## config.mk

```make
export PLATFORM = sky130hd
export DESIGN_NAME = alu_cmd_sequencer
export DESIGN_NICKNAME = d
export VERILOG_FILES = /design/src/rtl/alu_pkg.sv /design/src/rtl/alu_cmd_fifo.sv /design/src/rtl/alu_cmd_sequencer.sv
export SDC_FILE = /design/constraint.sdc
export NUM_CORES = 1
export LEC_CHECK = 0
export BUFFER_PORTS_ARGS = -buffer_cell sky130_fd_sc_hd__buf_2
export CAP_MARGIN = 25
export CORE_MARGIN = 3
export CORE_UTILIZATION = 56
export DETAILED_ROUTE_END_ITERATION = 10
export PLACE_DENSITY = 0.78
export SLEW_MARGIN = 20
export SYNTH_ARGS = -nofsm -noshare
export SYNTH_HDL_FRONTEND = slang
export SYNTH_SLANG_ARGS = --single-unit
```

## constraint.sdc

```tcl
create_clock -name clk -period 2.55 [get_ports clk]
set_input_delay 0.3825 -clock clk [delete_from_list [all_inputs] [get_ports clk]]
set_output_delay 0.3825 -clock clk [all_outputs]
set_load 0.05 [all_outputs]
```

## src/rtl/alu_pkg.sv

```systemverilog
// Shared opcode, flag-index and FSM-state definitions for the ALU command sequencer.
// Imported by the sequencer top and its command FIFO.
package alu_pkg;

  typedef enum logic [3:0] {
    OP_ADD = 4'b0000,
    OP_SUB = 4'b0001,
    OP_MUL = 4'b0010,
    OP_DIV = 4'b0011,
    OP_MOD = 4'b0100,
    OP_AND = 4'b0101,
    OP_OR  = 4'b0110,
    OP_XOR = 4'b0111,
    OP_SHL = 4'b1000,
    OP_SHR = 4'b1001
  } opcode_e;

  // Highest legal opcode; anything above is reported as an error response.
  localparam logic [3:0] OP_LAST = OP_SHR;

  // Bit positions inside rsp_flags = {of, carry, cero, neg}.
  localparam int unsigned FLAG_OF    = 3;
  localparam int unsigned FLAG_CARRY = 2;
  localparam int unsigned FLAG_CERO  = 1;
  localparam int unsigned FLAG_NEG   = 0;

  typedef enum logic [1:0] {
    StIdle,
    StIssue,
    StResp
  } state_e;

  function automatic logic op_legal(input logic [3:0] sel);
    return sel <= OP_LAST;
  endfunction

endpackage

```

## src/rtl/alu_cmd_fifo.sv

```systemverilog
// Command FIFO for the ALU sequencer: DEPTH entries, first-word fall-through read port.
// Push is ignored when full, pop is ignored when empty.
module alu_cmd_fifo #(
  parameter int unsigned DW    = 12,
  parameter int unsigned DEPTH = 4
) (
  input  logic          clk_i,
  input  logic          rst_ni,
  input  logic          push_i,
  input  logic [DW-1:0] wdata_i,
  input  logic          pop_i,
  output logic [DW-1:0] rdata_o,
  output logic          full_o,
  output logic          empty_o
);

  localparam int unsigned AW = $clog2(DEPTH);

  logic [DW-1:0] mem_q [DEPTH];
  // Pointers carry one extra wrap bit to tell full from empty.
  logic [AW:0]   wptr_q, rptr_q;
  logic          do_push, do_pop;

  assign empty_o = (wptr_q == rptr_q);
  assign full_o  = (wptr_q[AW] != rptr_q[AW]) && (wptr_q[AW-1:0] == rptr_q[AW-1:0]);
  assign do_push = push_i && !full_o;
  assign do_pop  = pop_i && !empty_o;
  assign rdata_o = mem_q[rptr_q[AW-1:0]];

  always_ff @(posedge clk_i or negedge rst_ni) begin
    if (!rst_ni) begin
      wptr_q <= '0;
      rptr_q <= '0;
      for (int i = 0; i < int'(DEPTH); i++) begin
        mem_q[i] <= '0;
      end
    end else begin
      if (do_push) begin
        mem_q[wptr_q[AW-1:0]] <= wdata_i;
        wptr_q                <= wptr_q + {{AW{1'b0}}, 1'b1};
      end
      if (do_pop) begin
        rptr_q <= rptr_q + {{AW{1'b0}}, 1'b1};
      end
    end
  end

endmodule

```

## src/rtl/alu_cmd_sequencer.sv

```systemverilog
// Initiator-side controller for the combinational ALU: queues commands, issues them to the
// ALU ports, and holds the captured result/flags in a response register until accepted.
module alu_cmd_sequencer
  import alu_pkg::*;
#(
  parameter int unsigned WIDTH = 4,
  parameter int unsigned DEPTH = 4,
  parameter int unsigned CNT_W = 8
) (
  input  logic             clk,
  input  logic             rst_n,
  input  logic             cmd_valid,
  output logic             cmd_ready,
  input  logic [3:0]       cmd_sel,
  input  logic [WIDTH-1:0] cmd_a,
  input  logic [WIDTH-1:0] cmd_b,
  output logic [WIDTH-1:0] alu_a,
  output logic [WIDTH-1:0] alu_b,
  output logic [3:0]       alu_sel,
  input  logic [WIDTH-1:0] alu_result,
  input  logic             alu_of,
  input  logic             alu_carry,
  input  logic             alu_cero,
  input  logic             alu_neg,
  output logic             rsp_valid,
  input  logic             rsp_ready,
  output logic [WIDTH-1:0] rsp_result,
  output logic [3:0]       rsp_flags,
  output logic             rsp_err,
  output logic [CNT_W-1:0] op_count
);

  localparam int unsigned EntryW = 4 + 2 * WIDTH;

  state_e            state_q;
  logic              fifo_full, fifo_empty, fifo_pop;
  logic [EntryW-1:0] fifo_rdata;
  logic [3:0]        head_sel;
  logic [WIDTH-1:0]  head_a, head_b;

  assign cmd_ready = !fifo_full;
  assign fifo_pop  = (state_q == StIdle) && !fifo_empty;
  assign {head_sel, head_a, head_b} = fifo_rdata;

  alu_cmd_fifo #(
    .DW    (EntryW),
    .DEPTH (DEPTH)
  ) u_fifo (
    .clk_i   (clk),
    .rst_ni  (rst_n),
    .push_i  (cmd_valid),
    .wdata_i ({cmd_sel, cmd_a, cmd_b}),
    .pop_i   (fifo_pop),
    .rdata_o (fifo_rdata),
    .full_o  (fifo_full),
    .empty_o (fifo_empty)
  );

  always_ff @(posedge clk or negedge rst_n) begin
    if (!rst_n) begin
      state_q    <= StIdle;
      alu_a      <= '0;
      alu_b      <= '0;
      alu_sel    <= '0;
      rsp_valid  <= 1'b0;
      rsp_result <= '0;
      rsp_flags  <= '0;
      rsp_err    <= 1'b0;
      op_count   <= '0;
    end else begin
      unique case (state_q)
        StIdle: begin
          if (!fifo_empty) begin
            if (op_legal(head_sel)) begin
              alu_a   <= head_a;
              alu_b   <= head_b;
              alu_sel <= head_sel;
              state_q <= StIssue;
            end else begin
              // Illegal opcodes never reach the ALU; its ports keep the last legal command.
              rsp_err    <= 1'b1;
              rsp_result <= '0;
              rsp_flags  <= '0;
              rsp_valid  <= 1'b1;
              state_q    <= StResp;
            end
          end
        end
        StIssue: begin
          rsp_result            <= alu_result;
          rsp_flags[FLAG_OF]    <= alu_of;
          rsp_flags[FLAG_CARRY] <= alu_carry;
          rsp_flags[FLAG_CERO]  <= alu_cero;
          rsp_flags[FLAG_NEG]   <= alu_neg;
          rsp_err               <= 1'b0;
          rsp_valid             <= 1'b1;
          state_q               <= StResp;
        end
        StResp: begin
          if (rsp_ready) begin
            rsp_valid <= 1'b0;
            op_count  <= op_count + {{(CNT_W-1){1'b0}}, 1'b1};
            state_q   <= StIdle;
          end
        end
        default: state_q <= StIdle;
      endcase
    end
  end

endmodule

```

======== Word level (Yosys, flattened, before mapping) ========
Cells that the tools add are included.
word-level totals
  output and inout port bits .............. 31
  memories ................................ 0
  bits in latches ......................... 0
  bits in registers ....................... 86
  RAM bits ................................ 0
  ROM bits ................................ 0
  input port bits ......................... 24
  word-level logic and storage cells ...... 67
operators by class
  $add $sub $neg .......................... 3
  bitwise logic cells ..................... 3
  shift operators ......................... 0
  muxes and demuxes ....................... 19
  reduce and logical (&&, ||, !) cells .... 15
  $mul .................................... 0
  divide/modulo/power cells ............... 0
  magnitude comparators ................... 4
  equal/unequal tests ..................... 8
operator list
  operator                                                                       count
  48-bit bitwise mux                                                             1
  12-bit 2-to-1 mux                                                              3
  12-bit binary-select mux with 2-bit select                                     1
  12-bit demux with 2-bit select                                                 1
  4-bit case mux with 2 select lines                                             2
  8-bit by 1-bit adder with 8-bit output (second input constant)                 1
  4-bit 2-to-1 mux                                                               2
  3-bit by 1-bit adder with 3-bit output (second input constant)                 2
  3-bit >= comparator (second input constant)                                    2
  2-bit 2-to-1 mux                                                               3
  2-bit inequality test (second input constant)                                  3
  2-bit NOT with 3-bit output                                                    2
  2-bit case mux with 3 select lines                                             1
  3-bit AND reduction                                                            2
  1-bit logical AND                                                              5
  4-bit less-or-equal comparator (second input constant)                         1
  2-bit AND reduction                                                            2
  4-bit AND reduction                                                            1
  3-bit == test                                                                  1
  3-bit by 1-bit less-than comparator with 1-bit output (second input constant)  1
  1-bit 2-to-1 mux                                                               3
  1-bit case mux with 3 select lines                                             1
  3-bit nonzero test                                                             1
  2-bit by 1-bit == test with 1-bit output (second input constant)               1
  other kinds (8)                                                                9

======== Logic depth before layout (Yosys ltp) ========
  depth after elaboration ................. 8
  gate-level depth with buffers ........... 6
  depth with buffers taken out ............ 5

======== Modules after synthesis ========
A second synthesis with hierarchy kept.
second synthesis, totals
  cells, all modules ...................... 272
  area total of the unflattened synthesis .. 4,003.8 sq um
by module, submodules not included
  module             sequential area each (sq um)  times used  cells an instance  area an instance (sq um)
  alu_cmd_fifo       1,351.3                       1           162                2,615.0
  alu_cmd_sequencer  800.8                         1           110                1,388.8

======== Worst setup path after synthesis ========
No wires, ideal clock.
  kind .................................... reg-to-reg
  from .................................... register u_fifo.rptr_q[0]
  to ...................................... register u_fifo.mem_q[10] (netlist name)
  setup time .............................. 0.125 ns
  buffers on the path ..................... 2
  stages on the path, launching flop included .. 7
  slack ................................... 0.696 ns
  data arrival time ....................... 1.729 ns
  data required time ...................... 2.425 ns
  cell sequence ........................... dfrtp_1 -> buf_6 -> xnor2_1 -> a31oi_4 -> nand2_1 -> buf_4 -> mux2_2
on the way
  longest elaborated chain between the ends .. 4
RTL lines
  item                           line                source
  start, declared                alu_cmd_fifo.sv:21  logic [AW:0] wptr_q, rptr_q;
  start signal, assigned         alu_cmd_fifo.sv:43  rptr_q <= rptr_q + {{AW{1'b0}}, 1'b1};
  2-bit == test                  alu_cmd_fifo.sv:25  assign full_o = (wptr_q[AW] != rptr_q[AW]) && (wptr_q[AW-1:0] == rptr_q[AW-1:0]);
  1-bit logical AND              alu_cmd_fifo.sv:25
  1-bit zero test                alu_cmd_fifo.sv:26  assign do_push = push_i && !full_o;
  1-bit logical AND              alu_cmd_fifo.sv:26
  end signal, assigned by index  alu_cmd_fifo.sv:39  mem_q[wptr_q[AW-1:0]] <= wdata_i;
  end, declared                  alu_cmd_fifo.sv:19  logic [DW-1:0] mem_q [DEPTH];
Every way passes these cells.
A chain may end at the register's enable or synchronous reset.

======== Final worst setup path ========
  from .................................... register u_fifo.rptr_q[0]
  to ...................................... output cmd_ready
on the way
  longest elaborated chain between the ends .. 3
RTL lines
  item               line                     source
  2-bit == test      alu_cmd_fifo.sv:25
  1-bit logical AND  alu_cmd_fifo.sv:25
  1-bit zero test    alu_cmd_sequencer.sv:41  assign cmd_ready = !fifo_full;
  end, declared      alu_cmd_sequencer.sv:13  output logic cmd_ready,
Every way passes these cells.

==> metrics.md <==
| Metric | Value |
|---|---|
| Critical Path Slowest Stage Cell | `xnor2_1` |
| Die area | `7750 um^2` |
| Multi-input logic area | `1530 um^2` |
| Worst setup EP type | `output pin` |
| Pin count of the biggest net entering global routing | `47` |
| Hold Fails Final Rpt | `0` |
| Ys async rst share | `100%` |
| CTS max path bufs | `2` |
| Layout Skew | `0.0104 ns` |
| First drt pass iteration count | `4` |
| Core Box Area | `6420 um^2` |
| # clock sinks | `86` |
| Hold WC Path Type | `in2async` |
| Number of synthesized register bits | `86` |
| Starting DRT DRC Count | `98` |
| Cell family with the largest share of critical-path delay | `XOR/XNOR gates` |
| CP max stage delay | `0.54 ns` |
| Final period util | `84.2%` |
| Fmax | `0.466 GHz` |
| Cell with the most instances after synthesis | `dfrtp_1` |
| Status | `finished, final reports clean` |
| Setup Buffers After CTS | `0` |
| Nets | `360` |
| First-pass GRT wire length | `around 12 mm` |
| Reg-to-reg endpoint | `alu_a[3]` |
| FF-to-FF path depth | `5` |
| Max transition margin | `approximately three fifths` |
| PortBufs | `54` |
| DR DRC count | `0` |
| Netlist Area Pre-Place | `3770 um^2` |
| CP Class | `reg2out` |
| Yosys warns | `0` |
| Number of max-cap violations | `0` |
| Reg2reg setup slack | `about 0.46 ns` |
| Setup-failing EPs final | `0` |
| RSZ-0062 raised after global routing | `false` |
| Register area share after synthesis | `57.1%` |
| CP arrival | `about 1.8 ns` |
| Worst Setup EP | `cmd_ready` |
| Total wire length | `7.08 mm` |
| Vias per cell | `5.61` |
| Synth top area cells | `dfrtp_1 57%, mux2_2 17%, mux4_2 7.2%` |
| Post-synth EDFFs | `0` |
| Die Ht | `88.1 um` |
| Pins over their slew limit | `0` |
| Initial Util | `a little under 60%` |
| Setup WS post-layout | `0.402 ns` |
| Yosys top cell area share | `57.1%` |
| Worst EP required | `2.17 ns` |
| CTS buffer count | `9` |
| Reg clk slew, reported paths | `0.08 ns` |
| Primary FF master, synth | `dfrtp_1` |
| Worst Setup Start Kind | `register` |
| Number of H-tree levels | `3` |
| CTS resizes | `0` |
| CP startpoint | `u_fifo.rptr_q[0]` |
| Worst path cell trace | `xnor2_1, nand3_1, buf_2` |
| GRT Total Usage | `20.4%` |
| DP HPWL | `4.93 mm` |
| Final worst path period need | `2.15 ns` |
| Area Growth Syn to Fin | `17.2%` |
| Cells after Synth | `261` |
| Vias in the first global route | `2,362` |
| Clock Latency Late Sink | `0.35 ns` |
| Crit path depth | `3` |
| Share of cells above drive strength 1 | `47.8%` |
| CTS tree | `done` |
| Final antenna-violating net count | `0` |
| Initial antenna violation count | `0` |
| Final hold slack | `0.0210 ns` |
| Final RePlAce weighted congestion | `0.750` |
| Crit Path Max Fanout | `5` |
| Reg area | `2150 um^2` |
| Most frequent cells after synthesis | `86 x dfrtp_1, 58 x mux2_2, 12 x mux4_2` |
| Measured slew at the worst slew-check pin | `slightly below 0.6 ns` |
| Syn_nets | `291` |
| Die W | `88.1 um` |
| I/O Pins | `55` |
| WL/cell | `17.2 um` |
| Total gr overflow | `0` |
| Avg Cell Area, Syn | `~14 um^2` |
| Yosys top cell by area | `dfrtp_1` |
| CP Buf/Inv Count | `1` |
| Cell variety after synth | `33` |
| Row count | `29` |
| Hold_buf cts | `0` |
| Fin util | `between 60 and 70%` |
| Setup tns final | `0 ns` |
| Worst slack, placed | `0.468 ns` |
| Clk root buf | `clkbuf_8` |
| Antenna diodes | `0` |
| Critical R2R Launch | `u_fifo.rptr_q[0]` |
| FILL cells | `454` |
| DR vias | `2,312` |
-- sequential cells by signal (all words and copies together) (netlist names) --
signal and count:
u_fifo.mem_q 48, alu_b 4, rsp_flags 4, alu_sel 4
alu_a 4, state_q 2, op_count 8, u_fifo.rptr_q 3
rsp_valid 1, rsp_result 4, u_fifo.wptr_q 3, rsp_err 1
-- per-stage QoR --
| stage | instances | cell area, um^2 |
|---|---|---|
| 2_1_floorplan | 261 | 3770 |
| 3_3_place_gp | 396 | 4200 |
| 3_5_place_dp | 396 | 4200 |
| 4_1_cts | 412 | 4420 |
| 5_1_grt | 412 | 4420 |
| 6_report | 412 | 4420 |
-- per-layer routing --
| layer | vias up | GRT usage (%) | part of all wire (%) |
|---|---|---|---|
| met3 | 11 | 3.76 | 4.2 |
| li1 | 1073 | - | - |
| met1 | 1172 | 25.8 | 44 |
| met4 | 0 | 8.93 | 1.8 |
| met5 | - | 0 | 0 |
| met2 | 56 | 34.4 | 50 |
-- how the worst min path moves through the flow --
stage | endpoint | slack [ns] | startpoint
after global routing | rsp_result[0] | 0.04 | rst_n
after CTS | rsp_result[0] | 0.03 | rst_n
after floorplan | alu_a[0] | 0.09 | rst_n
final | rsp_result[0] | 0.02 | rst_n
after global placement | rsp_result[0] | 0.41 | rst_n
after detailed placement | rsp_result[0] | 0.42 | rst_n
-- layout by cell type (no fill, tap or decap), drive strengths merged, types with 8 or more instances in the layout --
master	instances
o21ai	11
xnor2	11
clkbuf	12
mux2	58
a22oi	8
dfrtp	86
mux4	12
buf	69
nand2	12
nand2b	8
-- cell families after synthesis --
| logic type | count (synthesis) | share of synthesized area, % |
|---|---|---|
| flops | 86 | 57.1 |
| mux | 70 | 24.5 |
| simple gates | 36 | 4.75 |
| compound gates | 31 | 5.88 |
| buf+inv | 17 | 2.32 |
| xor+xnor | 15 | 3.48 |
| fa+ha+maj | 6 | 1.99 |
-- final cells by class --
| type | count | area share, % |
|---|---|---|
| inverter | 6 | 0.510 |
| sequential | 86 | 48.7 |
| multi-input combinational | 158 | 34.6 |
| clock inverter | 4 | 1.22 |
| tap | 77 | 2.18 |
| clock buffer | 12 | 3.74 |
| timing repair buffer | 69 | 9.01 |
Power is left out: the tool's default activity adds up to more than one toggle a clock period on the data nets, which glitch-free logic cannot reach.
